===== config.mk =====
export PLATFORM = sky130hd
export DESIGN_NAME = layer0_input_packer
export DESIGN_NICKNAME = d
export VERILOG_FILES = /design/src/rtl/layer0_input_packer.sv
export SDC_FILE = /design/constraint.sdc
export NUM_CORES = 1
export LEC_CHECK = 0
export BUFFER_PORTS_ARGS = -buffer_cell sky130_fd_sc_hd__buf_2
export CELL_PAD_IN_SITES_DETAIL_PLACEMENT = 0
export CELL_PAD_IN_SITES_GLOBAL_PLACEMENT = 1
export CORE_MARGIN = 10
export CORE_UTILIZATION = 50
export DETAILED_ROUTE_END_ITERATION = 10
export PLACE_DENSITY = 0.81
export SLEW_MARGIN = 0
export SYNTH_ARGS = -nofsm -noshare
export SYNTH_HDL_FRONTEND = slang
export SYNTH_SLANG_ARGS = --single-unit

===== constraint.sdc =====
create_clock -name clk -period 6.4 [get_ports clk]
set_input_delay 0.32 -clock clk [delete_from_list [all_inputs] [get_ports clk]]
set_output_delay 0.32 -clock clk [all_outputs]
set_load 0.01 [all_outputs]

===== src/rtl/layer0_input_packer.sv =====
// Quantizes raw features against per-slot thresholds into small codes and packs
// FANIN codes per output word, with a one-deep output register and backpressure.
module layer0_input_packer #(
    parameter int FEAT_W = 8,
    parameter int FANIN  = 3,
    parameter int BW     = 2
) (
    input  logic                  clk,
    input  logic                  rst,
    input  logic                  s_valid,
    output logic                  s_ready,
    input  logic [FEAT_W-1:0]     s_data,
    input  logic                  s_last,
    input  logic                  cfg_we,
    input  logic [3:0]            cfg_addr,
    input  logic [FEAT_W-1:0]     cfg_data,
    output logic                  m_valid,
    input  logic                  m_ready,
    output logic [FANIN*BW-1:0]   m_data
);

    localparam int SLOT_W = (FANIN > 1) ? $clog2(FANIN) : 1;
    localparam logic [SLOT_W-1:0] LAST_SLOT = SLOT_W'(FANIN - 1);

    logic [FEAT_W-1:0]   thr_reg [FANIN][3];
    logic [SLOT_W-1:0]   slot_reg, slot_next;
    logic [FANIN*BW-1:0] asm_reg, asm_next;
    logic [FANIN*BW-1:0] m_data_reg, m_data_next;
    logic                m_valid_reg, m_valid_next;
    logic [FANIN*BW-1:0] packed_word;
    logic [BW-1:0]       code;
    logic                ends_group;
    logic                accept;
    logic                complete;

    // Default thresholds split the input range into quarters: 1/4, 2/4, 3/4.
    function automatic logic [FEAT_W-1:0] default_thr(input int k);
        return FEAT_W'(k + 1) << (FEAT_W - 2);
    endfunction

    always_ff @(posedge clk) begin
        for (int i = 0; i < FANIN; i++) begin
            for (int k = 0; k < 3; k++) begin
                if (rst) begin
                    thr_reg[i][k] <= default_thr(k);
                end else if (cfg_we && cfg_addr == 4'(i * 3 + k)) begin
                    thr_reg[i][k] <= cfg_data;
                end
            end
        end
    end

    // Thermometer count of satisfied thresholds for the current slot.
    always_comb begin
        code = '0;
        for (int i = 0; i < FANIN; i++) begin
            for (int k = 0; k < 3; k++) begin
                if (slot_reg == SLOT_W'(i) && s_data >= thr_reg[i][k]) begin
                    code = code + BW'(1);
                end
            end
        end
    end

    assign ends_group = (slot_reg == LAST_SLOT) || s_last;
    // Only a word-completing feature has to wait for the output register.
    assign s_ready    = !rst && !(m_valid_reg && !m_ready && ends_group);
    assign accept     = s_valid && s_ready;
    assign complete   = accept && ends_group;

    generate
        for (genvar gi = 0; gi < FANIN; gi++) begin : g_pack
            assign packed_word[gi*BW +: BW] =
                (slot_reg == SLOT_W'(gi)) ? code : asm_reg[gi*BW +: BW];
        end
    endgenerate

    always_comb begin
        slot_next    = slot_reg;
        asm_next     = asm_reg;
        m_valid_next = m_valid_reg;
        m_data_next  = m_data_reg;
        if (m_valid_reg && m_ready) begin
            m_valid_next = 1'b0;
        end
        if (accept) begin
            if (complete) begin
                slot_next    = '0;
                asm_next     = '0;
                m_valid_next = 1'b1;
                m_data_next  = packed_word;
            end else begin
                slot_next = slot_reg + SLOT_W'(1);
                asm_next  = packed_word;
            end
        end
    end

    always_ff @(posedge clk) begin
        if (rst) begin
            slot_reg    <= '0;
            asm_reg     <= '0;
            m_valid_reg <= 1'b0;
            m_data_reg  <= '0;
        end else begin
            slot_reg    <= slot_next;
            asm_reg     <= asm_next;
            m_valid_reg <= m_valid_next;
            m_data_reg  <= m_data_next;
        end
    end

    assign m_valid = m_valid_reg;
    assign m_data  = m_data_reg;

endmodule


After elaboration in Yosys (flattened, before gate mapping)
Memory sizes are Yosys's and may differ from the RTL's.
Index checks and enable logic that the tools add are counted.
Operators by class
  $add $sub $neg: 9
  order comparisons: 9
  equal/unequal tests: 10
  multiplexer cells: 55
  bitwise gates (word level): 9
  reductions and logical operators: 31
Operators with widths (count)
  greater-or-equal comparator 8 bit: 9
  two-way mux 8 bit: 9
  two-way mux 1 bit: 33
  logical AND 1 bit: 24
  two-way mux 2 bit: 12
  adder 2 x 1 -> 2 bit, second input constant: 9
  == test 4 x 3 -> 1 bit, second input constant: 4
  OR 1 bit: 9
  == test 4 x 2 -> 1 bit, second input constant: 2
  two-way mux 6 bit: 1
  == test 4 x 1 -> 1 bit, second input constant: 1
  == test 4 bit, second input constant: 1
  zero test 4 bit: 1
  zero test 1 bit: 3
  == test 2 x 1 -> 1 bit, second input constant: 1
  == test 2 bit, second input constant: 1
  zero test 2 bit: 1
  AND reduction 2 bit: 1
  logical OR 1 bit: 1
Storage, ports and cells
  register bits after elaboration: 15
  bits in writable memories: 72
  input bits: 26
  output and inout bits: 8
  word-level logic and storage cells: 128
  memories kept: 1
Memory list
  thr_reg: words 3, bits a word 24, rd ports 3, clocked after memory_dff 0, wr ports 3, line 25  | logic [FEAT_W-1:0] thr_reg [FANIN][3];

Logic depth before layout (Yosys ltp)
An unclocked memory read counts as a cell.
  word-level depth: 22
  mapped depth: 22
  depth with buffers taken out: 22

Worst setup path before layout
Ideal clock, no wire load.
  path type: input to register
  start point: input port s_data[0]
  end point: register m_data_reg[5] (netlist: m_data[5])
  library setup time: 0.134 ns
  arrival: 3.888 ns
  data required time: 6.266 ns
  setup slack: 2.378 ns
  stages on the path: 21
  buffers on the path: 0
  cells stage by stage: inv_1 ha_1 nand2b_1 a21o_1 a21o_1 a21o_1 a21oi_1 nor2b_1 o21ai_0 nand2b_1 a21oi_1 nand2b_1 ha_1 nand3b_1 a2bb2oi_1 o41ai_2 nor2_2 xnor3_1 maj3_2 xnor2_2 o22ai_1
On the way
  cells in the longest elaborated chain, start to end: 20
  elaborated cells on any way between the ends: 36
  classes of those cells: add/sub: 8; order compare: 9; mux: 10; reduce/logical: 9
Ends and longest elaborated chain
  from (decl): line 12  | input logic [FEAT_W-1:0] s_data,
  greater-or-equal comparator 8 bit: line 58  | if (slot_reg == SLOT_W'(i) && s_data >= thr_reg[i][k]) begin
  logical AND 1 bit: line 58
  two-way mux 1 bit: line 58
  adder 2 x 1 -> 2 bit: line 59  | code = code + BW'(1);
  two-way mux 2 bit: line 58
  adder 2 x 1 -> 2 bit: line 59
  two-way mux 2 bit: line 58
  adder 2 x 1 -> 2 bit: line 59
  [... 4 more ...]
  two-way mux 2 bit: line 58
  adder 2 x 1 -> 2 bit: line 59
  two-way mux 2 bit: line 58
  adder 2 x 1 -> 2 bit: line 59
  two-way mux 2 bit: line 58
  adder 2 x 1 -> 2 bit: line 59
  two-way mux 2 bit (*): line 58
  two-way mux 2 bit (*): line 74  | (slot_reg == SLOT_W'(gi)) ? code : asm_reg[gi*BW +: BW];
  to (signal assigned): line 109  | m_data_reg <= m_data_next;
  to (decl): line 28  | logic [FANIN*BW-1:0] m_data_reg, m_data_next;
Every way passes the cells marked *; elsewhere a longest branch is shown, timed or not.
A chain may end at the register's enable or synchronous reset.

==> impl_metrics.yaml <==
die:
  dieArea_um2: 15500
  start_util_pct: 50.7
  die_y_um: 125
  die_w_um: 125
  core_um2: 10800
  top_level_ports: 34
  row_count: 38
clock_tree:
  cts.sinks: 87
  clk-insertion-delay-late_ns: 0.36
  cts_hold_buffers: 0
  clockBufferDepth: 2
  root_buffer: "clkbuf_8"
  cts_setup_buffers: 0
  cts_resized: 0
  clk_pin_slew_ns: 0.08
  cts_tree: "yes"
  h-tree-depth: 3
  numCtsBuffers: 9
synthesis:
  synth_top_area_share_pct: 39.5
  yosysSeqAreaShare_pct: 45.0
  ys.flop_type: "edfxtp_1"
  ys_types: 57
  synth_edf_count: 72
  avgSynthCellArea_um2: 10.7
  syn_area_um2: 5470
  synth.area.top_cells: "edfxtp_1 40%, ha_1 18%, and2_1 7.2%, dfxtp_1 5.5%, inv_1 4.9%"
  syn_inst: 512
  yosysTopAreaCell: "edfxtp_1"
  ys_ff_latch: 87
  async_reset_ff_share_pct: 0
  syn-num-nets: 615
  yosysWarnings: 0
  yosysMostFrequentCell: "ha_1"
  synth_common_cells: "77 x ha_1, 72 x edfxtp_1, 71 x inv_1"
routing:
  top_layer: "met4"
  first_iter_violations: 189
  ant_nets: 0
  viasPerCell: 5.46
  wl_met3_um: 393
  drcViolationCount: 0
  first_pass_iters: 5
  wl_mm: 12.3
  wl_per_cell_um: 17.7
  wl_met1_mm: 5.64
  route.vias.total: 3798
  route.met2.wl_mm: 6.05
setup_path:
  crit_type: "register to register"
  slowest_delay_ns: 0.45
  required_ns: 6.67
  cp-end-kind: "register"
  critPathArrivalTime_ns: 4.56
  crit_path_cell_trace: "ha_1, nand2b_1, a21o_1, a21o_1, a21o_1, a21oi_1, nor2b_1, o21ai_0, nand2b_1, a21oi_1, nand2b_1, ha_1, nand3b_1, a2bb2oi_1, o41ai_2, nor2_2, xnor3_1, xor2_1, xnor2_2, mux2i_1, a211oi_1"
  critPathLaunchType: "register"
  cpMaxStageDelayCell: "xnor3_1"
  cp_max_fo: 5
power:
  peakVddDrop_uv: 107
  p_leak_nw: 2.68
  pwr_density_cell_nw_per_um2: 209
placement:
  portBuffers: 33
  routabilityCongestion: 0.823
  dp_hpwl_mm: 9.22
sta:
  final_hold_viol_count: 0
  setup_viol: 0
  rsz0062_at_grt: "false"
  fmax_mhz: 233
  min_period_over_period_pct: 67.0
  worst_slew_pin_slew_ns: 1.17
  fin_skew_ns: 0.00777
  hold_ws_ns: 0.251
  relSlewSlack_pct: 21.1
  slew_viol_final: 0
  tns_ns: 0
  finalWorstPathRequiredPeriod_ns: 4.29
layout:
  synthToLayoutAreaGrowth_pct: 9.38
  post-route-util_pct: 55.4
  antenna_cells: 0
  fin_nets: 654
  regArea_um2: 2460
  drive_gt1_share_pct: 11.0
  multi_input_area_um2: 2710
  fillers: 910
  largest_register_ffs: 72
global_route:
  grt_usage_pct: 15.9
  grt_pass1_vias: 3810
  grt_antenna_before_repair: 0
  grt_pass1_wl_mm: 19.6
  grt_overflow: 0
  grt_max_degree: 21
outcome:
  status: "finished, final reports clean"
worst_hold_path:
  min_path_type: "input port to register"
run:
  cap_viol_max_count: 0
-- cell families (layout without fill, tap and decap cells) --
kind of cell / Yosys count / count (layout) / synth area share (%)
AND/OR/NAND/NOR: 162 / 162 / 17.0
AO/OA/AOI/OAI: 94 / 94 / 12.3
flip-flops: 87 / 87 / 45.0
buffers and inverters: 80 / 123 / 5.49
adder cells (fa/ha/maj): 79 / 79 / 18.0
XOR/XNOR: 7 / 7 / 1.65
multiplexers: 3 / 3 / 0.549
-- worst max-delay path: cells and delay by family (launching register included) --
family / cells / cell delay (ns)
compound gates: 9 / 1.59
xor+xnor: 3 / 0.89
fa+ha+maj: 2 / 0.53
flops: 1 / 0.39
mux: 1 / 0.13
simple gates: 6 / 0.67
-- per-stage QoR --
step | instance area (µm²) | instances | power [mW] | setup WS, ns
2_1_floorplan | 5470 | 512 | 0.822 | 2.38
3_3_place_gp | 5810 | 680 | 0.885 | 1.92
3_5_place_dp | 5810 | 680 | 0.897 | 1.76
4_1_cts | 5980 | 695 | 1.25 | 2.13
5_1_grt | 5980 | 695 | 1.31 | 1.83
6_report | 5980 | 695 | 1.25 | 2.11
-- routing by layer --
layer,track usage (%),up-vias
met1,20.0,1832
li1,-,1886
met2,26.6,69
met5,0,-
met3,2.34,11
met4,6.44,0
-- cell type report --
class / count / area share [%]
Tap cell: 140 / 2.93
Timing Repair Buffer: 37 / 3.26
Multi-Input combinational cell: 345 / 45.2
Inverter: 71 / 4.46
Sequential cell: 87 / 41.2
Clock buffer: 9 / 2.07
Clock inverter: 6 / 0.878
-- layout by cell type (no fill, tap or decap), types with 5 or more instances in the layout --
| master | n |
|---|---|
| ha_1 | 77 |
| edfxtp_1 | 72 |
| inv_1 | 71 |
| and2_1 | 63 |
| buf_2 | 33 |
| nand2b_1 | 22 |
| nor2_1 | 22 |
| o21ai_0 | 20 |
| a21oi_1 | 17 |
| dfxtp_1 | 15 |
| a21o_1 | 12 |
| nand2_1 | 12 |
| nor3_1 | 10 |
| clkbuf_8 | 9 |
| nand3_1 | 8 |
| o21a_1 | 7 |
| o31ai_1 | 6 |
| or3_1 | 5 |
| a211oi_1 | 5 |
-- worst paths after layout --
path | from | endpoint | slack, ns | depth (start not counted)
worst min register to register | asm_reg[3] | asm_reg[3] | 0.47 | 2
worst max register to register | thr_reg[0][16] | m_data[4] | 2.11 | 21
worst max-delay path | thr_reg[0][16] | m_data[4] | 2.11 | 21
worst min-delay path | m_ready | m_valid | 0.25 | 3
-- report_power, final --
part           leakage, nW  internal [mW]  switching (mW)
Sequential           0.816          0.642         0.00853
Clock               0.0853          0.173           0.191
Combinational         1.78         0.0971           0.136
Total                 2.68          0.912           0.335
Power figures use the tool's default switching activity.
